<file path="config.mk">
export PLATFORM = sky130hd
export DESIGN_NAME = mem_fill_arbiter
export DESIGN_NICKNAME = d
export VERILOG_FILES = /design/src/rtl/mem_fill_arbiter_pkg.sv /design/src/rtl/mem_fill_arbiter_miss_arb_rr.sv /design/src/rtl/mem_fill_arbiter.sv
export SDC_FILE = /design/constraint.sdc
export NUM_CORES = 1
export LEC_CHECK = 0
export CORE_AREA = 2 2 56 58
export DETAILED_ROUTE_END_ITERATION = 6
export DIE_AREA = 0 0 58 60
export DONT_BUFFER_PORTS = 1
export PLACE_DENSITY_LB_ADDON = 0.1
export SLEW_MARGIN = 20
export SYNTH_ARGS = -nofsm -noshare
export SYNTH_HDL_FRONTEND = slang
export SYNTH_SLANG_ARGS = --single-unit
</file>
<file path="constraint.sdc">
create_clock -name clk -period 3.76 [get_ports clk]
set_clock_uncertainty 0.15 [all_clocks]
set_input_delay 0.752 -clock clk [delete_from_list [all_inputs] [get_ports clk]]
set_output_delay 0.752 -clock clk [all_outputs]
set_load 0.03 [all_outputs]
</file>
<file path="src/rtl/mem_fill_arbiter_pkg.sv">
// Shared types and constants for the memory fill arbiter: FSM states,
// cache owner encoding and block geometry.
package mem_fill_arbiter_pkg;

    typedef enum logic [2:0] {
        IDLE  = 3'd0,
        WRITE = 3'd1,
        REQ   = 3'd2,
        WAIT  = 3'd3,
        DONE  = 3'd4
    } state_e;

    typedef enum logic {
        ICACHE = 1'b0,
        DCACHE = 1'b1
    } owner_e;

    localparam int BLOCK_WORDS = 8;
    localparam int OFFSET_W    = 4;
    localparam int WORD_IDX_W  = 3;

endpackage

</file>
<file path="src/rtl/mem_fill_arbiter_miss_arb_rr.sv">
// Two-way round-robin grant between icache and dcache misses; a tie goes
// to the side that was not granted last.
module miss_arb_rr
    import mem_fill_arbiter_pkg::*;
(
    input  logic   i_req,
    input  logic   d_req,
    input  owner_e last_grant,
    output logic   grant_valid,
    output owner_e grant
);

    always_comb begin
        grant_valid = i_req | d_req;
        grant       = ICACHE;
        if (d_req && !i_req) begin
            grant = DCACHE;
        end else if (d_req && i_req) begin
            grant = (last_grant == ICACHE) ? DCACHE : ICACHE;
        end
    end

endmodule

</file>
<file path="src/rtl/mem_fill_arbiter.sv">
// Memory-side controller shared by icache and dcache: serves write-through
// stores and block fills, streaming returned words into the owner's arrays.
module mem_fill_arbiter #(
    parameter int ADDR_W      = 16,
    parameter int DATA_W      = 16,
    parameter int BLOCK_WORDS = 8,
    parameter int MEM_LAT     = 4
) (
    input  logic                           clk,
    input  logic                           rst,
    input  logic                           i_miss,
    input  logic [ADDR_W-1:0]              i_miss_addr,
    input  logic                           d_miss,
    input  logic [ADDR_W-1:0]              d_miss_addr,
    input  logic                           d_wr,
    input  logic [ADDR_W-1:0]              d_wr_addr,
    input  logic [DATA_W-1:0]              d_wr_data,
    output logic                           mem_en,
    output logic                           mem_wr,
    output logic [ADDR_W-1:0]              mem_addr,
    output logic [DATA_W-1:0]              mem_wdata,
    input  logic [DATA_W-1:0]              mem_rdata,
    input  logic                           mem_rvalid,
    output logic [DATA_W-1:0]              fill_data,
    output logic [$clog2(BLOCK_WORDS)-1:0] fill_word,
    output logic                           fill_we_i,
    output logic                           fill_we_d,
    output logic                           tag_we_i,
    output logic                           tag_we_d,
    output logic                           i_done,
    output logic                           d_done,
    output logic                           wr_ack
);
    import mem_fill_arbiter_pkg::*;

    localparam int IDX_W = $clog2(BLOCK_WORDS);
    localparam int OFF_W = IDX_W + 1;
    localparam logic [IDX_W-1:0] LAST_IDX = IDX_W'(BLOCK_WORDS - 1);

    state_e             state_q, state_d;
    logic [IDX_W-1:0]   issue_cnt_q, issue_cnt_d;
    logic [IDX_W-1:0]   ret_cnt_q, ret_cnt_d;
    owner_e             last_grant_q, last_grant_d;
    owner_e             owner_q, owner_d;
    logic [ADDR_W-1:0]  base_q, base_d;

    logic               grant_valid;
    owner_e             grant;
    logic [ADDR_W-OFF_W-1:0] miss_blk;

    // Byte offset within the block never matters: fills always start aligned.
    logic unused_bits;
    assign unused_bits = ^{i_miss_addr[OFF_W-1:0], d_miss_addr[OFF_W-1:0]} ^ (MEM_LAT > 0);

    miss_arb_rr u_arb (
        .i_req       (i_miss),
        .d_req       (d_miss),
        .last_grant  (last_grant_q),
        .grant_valid (grant_valid),
        .grant       (grant)
    );

    assign miss_blk = (grant == DCACHE) ? d_miss_addr[ADDR_W-1:OFF_W]
                                        : i_miss_addr[ADDR_W-1:OFF_W];

    always_comb begin
        state_d      = state_q;
        issue_cnt_d  = issue_cnt_q;
        ret_cnt_d    = ret_cnt_q;
        last_grant_d = last_grant_q;
        owner_d      = owner_q;
        base_d       = base_q;

        mem_en    = 1'b0;
        mem_wr    = 1'b0;
        mem_addr  = '0;
        mem_wdata = '0;
        fill_data = '0;
        fill_word = '0;
        fill_we_i = 1'b0;
        fill_we_d = 1'b0;
        tag_we_i  = 1'b0;
        tag_we_d  = 1'b0;
        i_done    = 1'b0;
        d_done    = 1'b0;
        wr_ack    = 1'b0;

        case (state_q)
            IDLE: begin
                // Stores go first so the dcache write buffer never backs up behind fills.
                if (d_wr) begin
                    state_d = WRITE;
                end else if (grant_valid) begin
                    base_d       = {miss_blk, {OFF_W{1'b0}}};
                    owner_d      = grant;
                    last_grant_d = grant;
                    state_d      = REQ;
                end
            end
            WRITE: begin
                mem_en    = 1'b1;
                mem_wr    = 1'b1;
                mem_addr  = d_wr_addr;
                mem_wdata = d_wr_data;
                wr_ack    = 1'b1;
                state_d   = IDLE;
            end
            REQ: begin
                mem_en      = 1'b1;
                mem_addr    = base_q + ADDR_W'({issue_cnt_q, 1'b0});
                issue_cnt_d = issue_cnt_q + 1'b1;
                if (issue_cnt_q == LAST_IDX) begin
                    issue_cnt_d = '0;
                    state_d     = WAIT;
                end
            end
            WAIT: begin
            end
            DONE: begin
                i_done  = (owner_q == ICACHE);
                d_done  = (owner_q == DCACHE);
                state_d = IDLE;
            end
            default: state_d = IDLE;
        endcase

        // Returned words may overlap the tail of the issue phase.
        if ((state_q == REQ || state_q == WAIT) && mem_rvalid) begin
            fill_data = mem_rdata;
            fill_word = ret_cnt_q;
            fill_we_i = (owner_q == ICACHE);
            fill_we_d = (owner_q == DCACHE);
            ret_cnt_d = ret_cnt_q + 1'b1;
            if (ret_cnt_q == LAST_IDX) begin
                tag_we_i  = (owner_q == ICACHE);
                tag_we_d  = (owner_q == DCACHE);
                ret_cnt_d = '0;
                state_d   = DONE;
            end
        end
    end

    always_ff @(posedge clk) begin
        if (rst) begin
            state_q      <= IDLE;
            issue_cnt_q  <= '0;
            ret_cnt_q    <= '0;
            last_grant_q <= ICACHE;
            owner_q      <= ICACHE;
            base_q       <= '0;
        end else begin
            state_q      <= state_d;
            issue_cnt_q  <= issue_cnt_d;
            ret_cnt_q    <= ret_cnt_d;
            last_grant_q <= last_grant_d;
            owner_q      <= owner_d;
            base_q       <= base_d;
        end
    end

endmodule
</file>
==> tab_implementation.tex <==
\begin{tabular}{lr}
\hline
Metric & Value \\
\hline
\multicolumn{2}{l}{\textbf{Setup path}} \\
\quad Worst endpoint required time & 2860 ps \\
\quad Kind of launch point of the worst setup path & register \\
\quad Maximum fanout encountered on the critical timing path & 34 \\
\quad Arrival @ worst endpoint & 2090 ps \\
\quad Type of the worst setup path & register to primary output \\
\quad Type of destination of the critical path & primary output \\
\multicolumn{2}{l}{\textbf{STA}} \\
\quad Fmax achieved & 0.3339 GHz \\
\quad Final setup fails & 0 \\
\quad Fin crit period & 2994 ps \\
\quad Total negative setup slack & 0 ps \\
\quad Hold WS & $\sim$320 ps \\
\quad Final hold vios & 0 \\
\quad Slew Limit Fails & 0 \\
\quad Final Cycle Share & 79.64\% \\
\quad Least-Margin Pin Slew & 801.6 ps \\
\quad Max-slew headroom & 46.45\% \\
\quad Unrepaired setup endpoints after global routing & no \\
\quad Worst path setup slack after routing & approximately 770 ps \\
\multicolumn{2}{l}{\textbf{GRT}} \\
\quad Total track usage & 20.62\% \\
\quad Leftover overflow at the end of global routing & 0 \\
\quad Largest net degree at the start of global routing & 35 \\
\quad Wire length of the first global-routing pass & 5430 um \\
\quad Initial antenna violation count & 0 \\
\quad Via count of the first global-routing pass & 1083 \\
\multicolumn{2}{l}{\textbf{CTS}} \\
\quad Deepest clock path buffer count & 2 \\
\quad Total clock buffers created by CTS & 3 \\
\quad Hold\_buf cts & 0 \\
\quad Sinks on the clock net & 22 \\
\quad Clock tree from TritonCTS & yes \\
\quad Clock transition time at the flip-flop clock pins of the worst setup and hold paths & 130 ps \\
\quad Root Buffer Master & sky130\_fd\_sc\_hd\_\_clkbuf\_4 \\
\quad Later-pin clock latency in the skew report & 310 ps \\
\quad H-tree level count & 1 \\
\quad Resize count post-CTS & 0 \\
\quad Number of setup buffers added after CTS & 0 \\
\multicolumn{2}{l}{\textbf{Die}} \\
\quad Starting density of the core & 52.54\% \\
\quad Die Footprint & 3480 um2 \\
\quad Number of top-level design ports & 146 \\
\quad Floorplan row count & 20 \\
\quad Die Y-Extent & 60 um \\
\quad Floorplan Core Area & 2903 um2 \\
\quad Die boundary width & slightly below 60 um \\
\multicolumn{2}{l}{\textbf{Placed design}} \\
\quad Post-DP Area & 1523 um2 \\
\quad Final GP Congestion & 0.7545 \\
\quad Final HPWL from detailed placement & 2904 um \\
\quad Worst setup slack before clock tree synthesis & 980.8 ps \\
\quad Port-buffer cells & 0 \\
\quad Inst Count DP & 195 \\
\multicolumn{2}{l}{\textbf{Yosys}} \\
\quad Yosys cell types & 32 \\
\quad Post-synthesis average cell area & 8.716 um2 \\
\quad Flip-flop and latch count after synthesis & 22 \\
\quad Count of mapped cells out of synthesis & 175 \\
\quad Area share of the leading cell type in the synthesized netlist & 28.88\% \\
\quad Dominant cell type by area after synthesis & sky130\_fd\_sc\_hd\_\_dfxtp\_1 \\
\quad Post-Synthesis Net Count & around 270 \\
\quad Cell area after synthesis & $\sim$1500 um2 \\
\quad Sequential share of the synthesized area & between 20\% and 30\% \\
\quad Largest cells by area after synthesis & sky130\_fd\_sc\_hd\_\_dfxtp\_1 29\%, sky130\_fd\_sc\_hd\_\_and2\_1 15\%, sky130\_fd\_sc\_hd\_\_a22o\_1 8.6\% \\
\quad Synthesis Warnings & 0 \\
\multicolumn{2}{l}{\textbf{Layout}} \\
\quad Design area & around 1600 um2 \\
\quad Number of standard cells in the layout, taps in and fillers out & 199 \\
\quad Layout Utilization & 54.27\% \\
\quad Fraction of layout cells with a size suffix above 1 & 13.86\% \\
\quad Growth of design area from synthesis to finish & 3.281\% \\
\quad Antenna cell count & 0 \\
\quad \# fillers & about 280 \\
\quad Post-layout nets & 257 \\
\multicolumn{2}{l}{\textbf{Min path}} \\
\quad Kind of path behind the tightest hold check & register to register \\
\multicolumn{2}{l}{\textbf{Power and ir drop}} \\
\quad Power consumption & 0.6268 mW \\
\quad Total power density per cell area & about 400 nW/um2 \\
\quad VDD IR max & 0.2403 mV \\
\quad Leak & 0.6035 nW \\
\multicolumn{2}{l}{\textbf{Routing}} \\
\quad Number of violations reported at the end of detailed-routing iteration 0 & 48 \\
\quad Number of optimization iterations in the first detailed-route pass & 4 \\
\quad Total via count in the routed design & 1288 \\
\quad Antenna viol nets, final & 0 \\
\quad Number of remaining DRC errors & 0 \\
\quad Routed wire length & 3807 um \\
\quad Via density per instance & 6.472 \\
\quad Final routed wire length divided by cell count & 19.13 um \\
\multicolumn{2}{l}{\textbf{Run status}} \\
\quad Outcome & complete, no violations \\
\multicolumn{2}{l}{\textbf{Job}} \\
\quad Max-Cap Viols & 0 \\
\hline
\end{tabular}
cells in the final DEF (no fill, tap or decap), drive strengths merged:
cell	instances
or3	1
inv	13
o32ai	12
nor2	8
nor4b	1
a221oi	12
nor4	1
clkbuf	3
ha	4
nand3b	2
buf	5
bufinv	1
a311oi	1
nor4bb	1
a21bo	1
nor2b	1
mux2i	3
or2	1
nand2b	1
a22o	15
a21oi	5
nor3b	2
and3	2
o21ai	3
dfxtp	22
nand2	7
and3b	1
and2	37
cell families after synthesis:
kind of cell / Yosys count / synth area share, %
AO/OA/AOI/OAI: 49 / 29.78
adder cells (fa/ha/maj): 4 / 3.282
multiplexers: 3 / 1.969
buffers and inverters: 31 / 9.270
flip-flops: 22 / 28.88
AND/OR/NAND/NOR: 66 / 26.83
critical path: stages, from the launching register on:
cell and delay (ps):
sky130_fd_sc_hd__dfxtp_1 490, sky130_fd_sc_hd__nor3b_4 460, sky130_fd_sc_hd__buf_4 420, sky130_fd_sc_hd__a22o_1 400
Yosys cell counts (all sizes together):
cell	count
buf	8
o32ai	12
a21oi	5
inv	13
nor4bb	1
a311oi	1
a21bo	1
and3b	1
nand3b	2
a221oi	12
nor4	1
o21ai	3
a22o	15
mux2i	3
nand2b	1
and3	2
dfxtp	22
nor3b	2
ha	4
nand2	7
or3	1
nor4b	1
or2	1
and2	37
clkbuf	10
nor2	8
nor2b	1
routing by layer:
metal  vias to the layer above  wire (um)  track usage, %
met5                         -          0               0
met4                         0         34           7.973
met3                         4        290           2.814
met2                        72       1893           33.44
met1                       592       1588           27.81
li1                        620          -               -
sequential cells by signal, indices dropped and copies added (netlist names):
signal	cells
owner_q	1
state_q	3
issue_cnt_q	3
base_q	12
ret_cnt_q	3
power breakdown:
group / total (mW) / internal (mW) / leakage (nW) / switching, mW
logic: 0.178 / 0.0530 / 0.395 / 0.125
clock network: 0.182 / 0.108 / 0.0279 / 0.0741
registers: 0.267 / 0.251 / 0.181 / 0.0161
final timing paths:
kind	startpoint	to	slack (ps)	cells past startpoint
min reg2reg	base_q[9]$_SDFFE_PP0P_	base_q[9]$_SDFFE_PP0P_	320	2
max reg2reg	state_q[1]$_SDFF_PP0_	base_q[8]$_SDFFE_PP0P_	1870	4
max	state_q[0]$_SDFF_PP0_	mem_addr[4]	770	3
min	base_q[9]$_SDFFE_PP0P_	base_q[9]$_SDFFE_PP0P_	320	2
area by class of cell:
class / instances / area, um2 / share of cell area [%]
clock buffer: 3 / 22.52 / 1.430
inverter: 13 / 48.80 / 3.098
sequential: 22 / 440.4 / 27.96
timing repair buffer: 5 / 37.54 / 2.383
clock inverter: 1 / 30.03 / 1.906
tap: 33 / 41.29 / 2.621
multi-input combinational: 122 / 954.7 / 60.60
Note: power is estimated with default switching activity, not from simulation.
